<file path="src/rtl/mux_nx1_rr_pkg.sv">
// ---------------------------------------------------------------------------
// mux_pkg
//   Shared definitions for the registered N:1 streaming multiplexer.
//   - mode_e    : selection mode carried on the 1-bit 'mode' port
//   - wrap_inc  : channel-index increment modulo n (valid for any n >= 1,
//                 including non-power-of-2 channel counts)
// ---------------------------------------------------------------------------
package mux_pkg;

    typedef enum logic {
        MODE_FIXED = 1'b0,
        MODE_RR    = 1'b1
    } mode_e;

    // Next channel index after idx, wrapping n-1 back to 0.
    function automatic int unsigned wrap_inc(input int unsigned idx,
                                             input int unsigned n);
        return (idx + 1 >= n) ? 0 : idx + 1;
    endfunction

endpackage

</file>
<file path="src/rtl/mux_nx1_rr_rr_pick.sv">
// ---------------------------------------------------------------------------
// rr_pick
//   Combinational round-robin search. Starting at ptr_i and wrapping modulo
//   N, finds the first channel whose valid bit is set.
//
//   Ports
//     valid_i  in   N     per-channel valid vector
//     ptr_i    in   SELW  search start index (expected < N)
//     found_o  out  1     at least one valid bit set
//     idx_o    out  SELW  index of first set bit at/after ptr_i (0 if none)
// ---------------------------------------------------------------------------
module rr_pick #(
    parameter  int unsigned N    = 4,
    localparam int unsigned SELW = $clog2(N)
) (
    input  logic [N-1:0]    valid_i,
    input  logic [SELW-1:0] ptr_i,
    output logic            found_o,
    output logic [SELW-1:0] idx_o
);

    int unsigned     cand;
    logic [SELW-1:0] cand_idx;

    always_comb begin
        found_o  = 1'b0;
        idx_o    = '0;
        cand     = 0;
        cand_idx = '0;
        for (int unsigned k = 0; k < N; k++) begin
            // Explicit subtract instead of '%' keeps the wrap cheap and
            // correct when N is not a power of two.
            cand = int'(ptr_i) + k;
            if (cand >= N) begin
                cand = cand - N;
            end
            cand_idx = SELW'(cand);
            if (!found_o && valid_i[cand_idx]) begin
                found_o = 1'b1;
                idx_o   = cand_idx;
            end
        end
    end

endmodule

</file>
<file path="src/rtl/mux_nx1_rr.sv">
// ---------------------------------------------------------------------------
// mux_nx1_rr
//   Registered N-channel, W-bit multiplexer with valid/ready handshakes on
//   every input channel and on the output. Selection is either a fixed
//   channel index (mode 0) or round-robin arbitration (mode 1). The output
//   is a single pipeline register that loads whenever it is empty or being
//   drained in the same cycle, giving one beat per cycle without bubbles.
//
//   Ports
//     clk        in   1     rising-edge clock
//     rst_n      in   1     asynchronous active-low reset
//     mode       in   1     0 = fixed select, 1 = round-robin
//     sel        in   SELW  channel index used in fixed mode
//     in_data    in   N*W   channel k at bits [k*W +: W]
//     in_valid   in   N     per-channel valid
//     in_ready   out  N     per-channel ready (combinational, one-hot or 0)
//     out_data   out  W     registered data
//     out_chan   out  SELW  channel that supplied out_data
//     out_valid  out  1     registered valid
//     out_ready  in   1     consumer ready
// ---------------------------------------------------------------------------
module mux_nx1_rr
    import mux_pkg::*;
#(
    parameter  int unsigned N    = 4,
    parameter  int unsigned W    = 8,
    localparam int unsigned SELW = $clog2(N)
) (
    input  logic              clk,
    input  logic              rst_n,
    input  logic              mode,
    input  logic [SELW-1:0]   sel,
    input  logic [N*W-1:0]    in_data,
    input  logic [N-1:0]      in_valid,
    output logic [N-1:0]      in_ready,
    output logic [W-1:0]      out_data,
    output logic [SELW-1:0]   out_chan,
    output logic              out_valid,
    input  logic              out_ready
);

    // Output register and round-robin pointer
    logic [W-1:0]    out_data_q,  out_data_d;
    logic [SELW-1:0] out_chan_q,  out_chan_d;
    logic            out_valid_q, out_valid_d;
    logic [SELW-1:0] ptr_q,       ptr_d;

    logic            load_en;
    logic            rr_found;
    logic [SELW-1:0] rr_idx;
    logic            grant_vld;
    logic [SELW-1:0] grant_idx;

    rr_pick #(
        .N (N)
    ) u_rr_pick (
        .valid_i (in_valid),
        .ptr_i   (ptr_q),
        .found_o (rr_found),
        .idx_o   (rr_idx)
    );

    // rst_n gates load_en so no producer sees in_ready while the block is
    // held in reset (the empty register would otherwise advertise space).
    always_comb begin
        load_en = rst_n && (!out_valid_q || out_ready);
    end

    // Candidate selection for the current mode
    always_comb begin
        grant_vld = 1'b0;
        grant_idx = '0;
        if (mode_e'(mode) == MODE_RR) begin
            grant_vld = rr_found;
            grant_idx = rr_idx;
        end else begin
            // Out-of-range sel never grants; the range test short-circuits
            // the valid lookup.
            if (int'(sel) < N && in_valid[sel]) begin
                grant_vld = 1'b1;
                grant_idx = sel;
            end
        end
    end

    // Ready is one-hot on the granted channel, only when the register can load
    always_comb begin
        in_ready = '0;
        if (load_en && grant_vld) begin
            in_ready[grant_idx] = 1'b1;
        end
    end

    // Next-state for the output register and pointer
    always_comb begin
        out_data_d  = out_data_q;
        out_chan_d  = out_chan_q;
        out_valid_d = out_valid_q;
        ptr_d       = ptr_q;
        if (load_en) begin
            if (grant_vld) begin
                out_data_d  = in_data[int'(grant_idx)*W +: W];
                out_chan_d  = grant_idx;
                out_valid_d = 1'b1;
                if (mode_e'(mode) == MODE_RR) begin
                    ptr_d = SELW'(wrap_inc(int'(grant_idx), N));
                end
            end else begin
                // Drained with nothing to replace it: data/chan hold
                out_valid_d = 1'b0;
            end
        end
    end

    always_ff @(posedge clk or negedge rst_n) begin
        if (!rst_n) begin
            out_data_q  <= '0;
            out_chan_q  <= '0;
            out_valid_q <= 1'b0;
            ptr_q       <= '0;
        end else begin
            out_data_q  <= out_data_d;
            out_chan_q  <= out_chan_d;
            out_valid_q <= out_valid_d;
            ptr_q       <= ptr_d;
        end
    end

    assign out_data  = out_data_q;
    assign out_chan  = out_chan_q;
    assign out_valid = out_valid_q;

endmodule

</file>
<file path="config.mk">
export PLATFORM = sky130hd
export DESIGN_NAME = mux_nx1_rr
export DESIGN_NICKNAME = d
export VERILOG_FILES = /design/src/rtl/mux_nx1_rr_pkg.sv /design/src/rtl/mux_nx1_rr_rr_pick.sv /design/src/rtl/mux_nx1_rr.sv
export SDC_FILE = /design/constraint.sdc
export NUM_CORES = 1
export LEC_CHECK = 0
export BUFFER_PORTS_ARGS = -buffer_cell sky130_fd_sc_hd__buf_2
export CAP_MARGIN = 20
export CORE_MARGIN = 2
export CORE_UTILIZATION = 25
export DETAILED_ROUTE_END_ITERATION = 16
export PLACE_DENSITY = 0.51
export SYNTH_ARGS = -nofsm -noshare
export SYNTH_HDL_FRONTEND = slang
export SYNTH_HIERARCHICAL = 1
export SYNTH_SLANG_ARGS = --single-unit
</file>
<file path="constraint.sdc">
create_clock -name clk -period 2 [get_ports clk]
set_clock_uncertainty 0.2 [all_clocks]
set_input_delay 0.1 -clock clk [delete_from_list [all_inputs] [get_ports clk]]
set_output_delay 0.1 -clock clk [all_outputs]
set_load 0.01 [all_outputs]
</file>
==> impl_results.md <==
* Run status: complete, but fails checks
* Failing checks: negative setup slack
* Via-to-Cell Ratio at 5.05
* # nets final at 235
* Hold Crit Class: in -> reg
* Critical Path Sink: out_data[7]$_DFFE_PN0N_
* Gr usage total at 16.5%
* Flop2flop setup slack at -0.09 ns
* Clock tree buffer depth at 2
* CTS clock-pin slew for the worst setup and hold paths at 0.05 ns
* Fillers at 398
* Maximum capacitance violations at 0
* CP max stage cell: dfrtp_1
* Buf/Inv on CP at 2
* Setup crit start kind: flop
* Setup Viol. Count Final at 12
* Leakage at 0.866 nW
* Die W at 69.3 µm
* DRC Markers at 0
* Ys Warns at 6
* CP endpoint kind: flop
* Vias in the first global route at 1384
* Critical path depth in cells at 9
* Vias post-DR at 1217
* DIE AREA at 4800 µm²
* Diode count at 0
* Arrival time worst endpoint at 2.00 ns
* Max incr delay on CP at 0.39 ns
* Inserted Clock Buffers at 3
* Crit Path Max Fanout at 16
* WL final at 3.83 mm
* Crit path kind: reg -> reg
* CTS tree: done
* Initial antenna violation count at 0
* Hold depth at 3
* Final hold vios at 0
* Origin of the critical flop-to-flop path: ptr_q[1]$_DFFE_PN0P_
* First-pass GRT wire length at 6.55 mm
* Number of placement rows at 23
* Die Y at 69.3 µm
* Mapped Area at 1070 µm²
* Most Crowded Layer GR: met2
* GP Congestion at 0.766
* Worst Max-Slew Pin Slew at 0.301 ns
* Pre-CTS WS at -0.0681 ns
* Synth cell types at 31
* Sink Count at 13
* CP top delay family: compound AO/OA/AOI/OAI gates
* Max Slew Vio Count at 0
* Max VDD drop at 0.298 mV
* Syn Nets at 161
* Fin area at 1800 µm²
* Period utilization at 104%
* Seq/Total Area, Yosys at 30.5%
* Most used cell, CP: buf_4
* Root Buffer: clkbuf_8
* Crit-path cells: a21oi_1 -> o21ai_0 -> a21oi_2 -> nand2_1 -> buf_4 -> buf_4 -> and2_1 -> a221oi_2 -> o31ai_2
* Drt first pass iters at 4
* Largest net degree at the start of global routing at 17
* # port buffers at 56
* Post-DP HPWL at 2.73 mm
* Clock latency on the worst-skew pair at 0.23 ns
* H-tree Lvls at 1
* Synth Area per Inst at 9.03 µm²
* First DRT Iteration DRCs at 25
* RSZ-0062 raised after global routing: true
* Syn Inst Count at 118
* Overflow after GRT at 0
* Fin util at 44.3%
* WP data required at 1.91 ns
* Core region area at 4060 µm²
* Io pins at 57
* Initial Util at 26.3%
* Crit Reg-Reg Endpoint: out_data[7]$_DFFE_PN0N_
* Detail Route Antenna Nets at 0
* GRT met3 Usage at 2.76%
* Share of layout cells above drive strength 1 at 59.7%
* Area delta synth->final at 68.8%
* R2R cell count at 9
* Met1 Use GR at 20.6%
* Period minus WS final at 2.09 ns
* Total Neg Setup Slack at -0.575 ns
* Worst setup startpoint: ptr_q[1]$_DFFE_PN0P_
* Routed len/inst at 15.9 µm
* Post-route setup slack at -0.0897 ns
* Highest Clock Rate at 479 MHz
* PwrDens at 784 nW/µm²
* Slew HR at 79.9%
* FF+latch count, synth at 13
* DP Area at 1480 µm²
* Met2 Track Usage GR at 29.9%
==> flip-flops by register name, indices dropped and copies added (netlist names) <==
signal / cells
out_data: 8
ptr_q: 2
out_chan: 2
out_valid: 1
==> worst register-to-register path: cells and delay by family, from the launching register on <==
family                 cells  cell delay (ns)
buffers and inverters      2             0.31
AOI/OAI and AO/OA          5             0.78
and+or+nand+nor            2             0.28
DFF                        1             0.39
==> per-stage QoR <==
step	std cells	hold WS (ns)	total power, mW
after floorplan	118	-0.396	0.733
final	241	0.0167	1.41
after detailed placement	226	-0.128	0.993
after global routing	241	0.0444	1.52
after global placement	226	-0.131	0.981
after CTS	241	0.0125	1.39
==> cell usage in the layout (no fill, tap or decap), types with 2 or more instances in the layout <==
master | Yosys | routed
nand2_1 | 6 | 6
a21oi_2 | 0 | 3
buf_2 | 2 | 56
nand2b_1 | 3 | 2
dfrtp_1 | 13 | 13
o31ai_1 | 6 | 5
buf_6 | 2 | 2
o211a_1 | 8 | 8
dlygate4sd3_1 | 0 | 3
o31ai_2 | 4 | 5
o21ai_2 | 0 | 2
and2_1 | 8 | 7
inv_1 | 7 | 5
buf_12 | 0 | 4
a221oi_2 | 0 | 7
inv_2 | 1 | 3
buf_4 | 0 | 13
clkbuf_8 | 0 | 3
nor2_1 | 2 | 2
o21ai_0 | 14 | 13
a211oi_2 | 0 | 5
a211oi_1 | 8 | 3
==> layout make-up <==
type / count / area [µm²] / area share, %
timing repair buffer: 79 / 543 / 30.2
tap: 50 / 62.6 / 3.48
clock buffer: 4 / 45.0 / 2.50
sequential: 13 / 325 / 18.1
multi-input combinational: 87 / 793 / 44.1
inverter: 8 / 30.0 / 1.67
==> where the power goes <==
group	switching (mW)	internal [mW]	leakage (nW)
combinational	0.385	0.399	0.684
clock	0.0861	0.140	0.0228
sequential	0.0534	0.346	0.160
total	0.525	0.885	0.866
==> timing repair <==
item,CTS,global route
hold buffers,3,0
cloned,1,0
pin swaps,8,2
gates resized for setup,24,6
setup buffers,7,0
endpoints found under the hold margin,15,0
setup endpoints to repair,13,14
==> metal layers <==
layer  part of all wire [%]  up-vias
met1                     42      568
met4                   0.97        0
met5                      0        -
met2                     52       40
met3                    4.7        4
li1                       -      605
==> Yosys cell counts <==
master / instances / share of area [%]
buf_6: 2 / 2.1
ha_1: 1 / 1.2
nand2_1: 6 / 2.1
or2_1: 1 / 0.59
o221ai_1: 1 / 0.82
o21ai_0: 14 / 6.6
mux2i_2: 1 / 1.3
nand3_1: 1 / 0.47
nand2b_1: 3 / 1.8
o21ai_1: 2 / 0.94
a21oi_1: 4 / 1.9
a221o_1: 1 / 0.94
mux4_2: 1 / 2.1
a211oi_1: 8 / 5.6
mux2_1: 1 / 1.1
inv_1: 7 / 2.5
clkbuf_1: 6 / 2.1
buf_2: 2 / 0.94
dfrtp_1: 13 / 31
or2_2: 1 / 0.59
nor3b_2: 1 / 1.2
inv_2: 1 / 0.35
a221oi_1: 8 / 6.6
nor2_1: 2 / 0.70
o31ai_1: 6 / 4.2
o211a_1: 8 / 7.5
mux2i_4: 1 / 2.1
o31ai_2: 4 / 4.7
nor3_1: 2 / 0.94
mux2i_1: 1 / 0.94
and2_1: 8 / 4.7
==> worst min-delay path by stage <==
stage	start	end
floorplan	rst_n	out_chan[0]$_DFFE_PN0N_
global placement	rst_n	out_chan[1]$_DFFE_PN0N_
detailed placement	rst_n	out_chan[1]$_DFFE_PN0N_
CTS	in_data[20]	out_data[4]$_DFFE_PN0N_
global route	in_data[22]	out_data[6]$_DFFE_PN0N_
finish	in_data[20]	out_data[4]$_DFFE_PN0N_
==> logic make-up after synthesis <==
group                      Yosys count  share of synthesized area, %
DFF                                 13                          30.5
AOI/OAI and AO/OA                   56                          39.8
adders and majority gates            1                          1.17
and+or+nand+nor                     25                          13.0
buffers and inverters               18                          7.98
muxes                                5                          7.51
(Power assumes the default switching activity.)
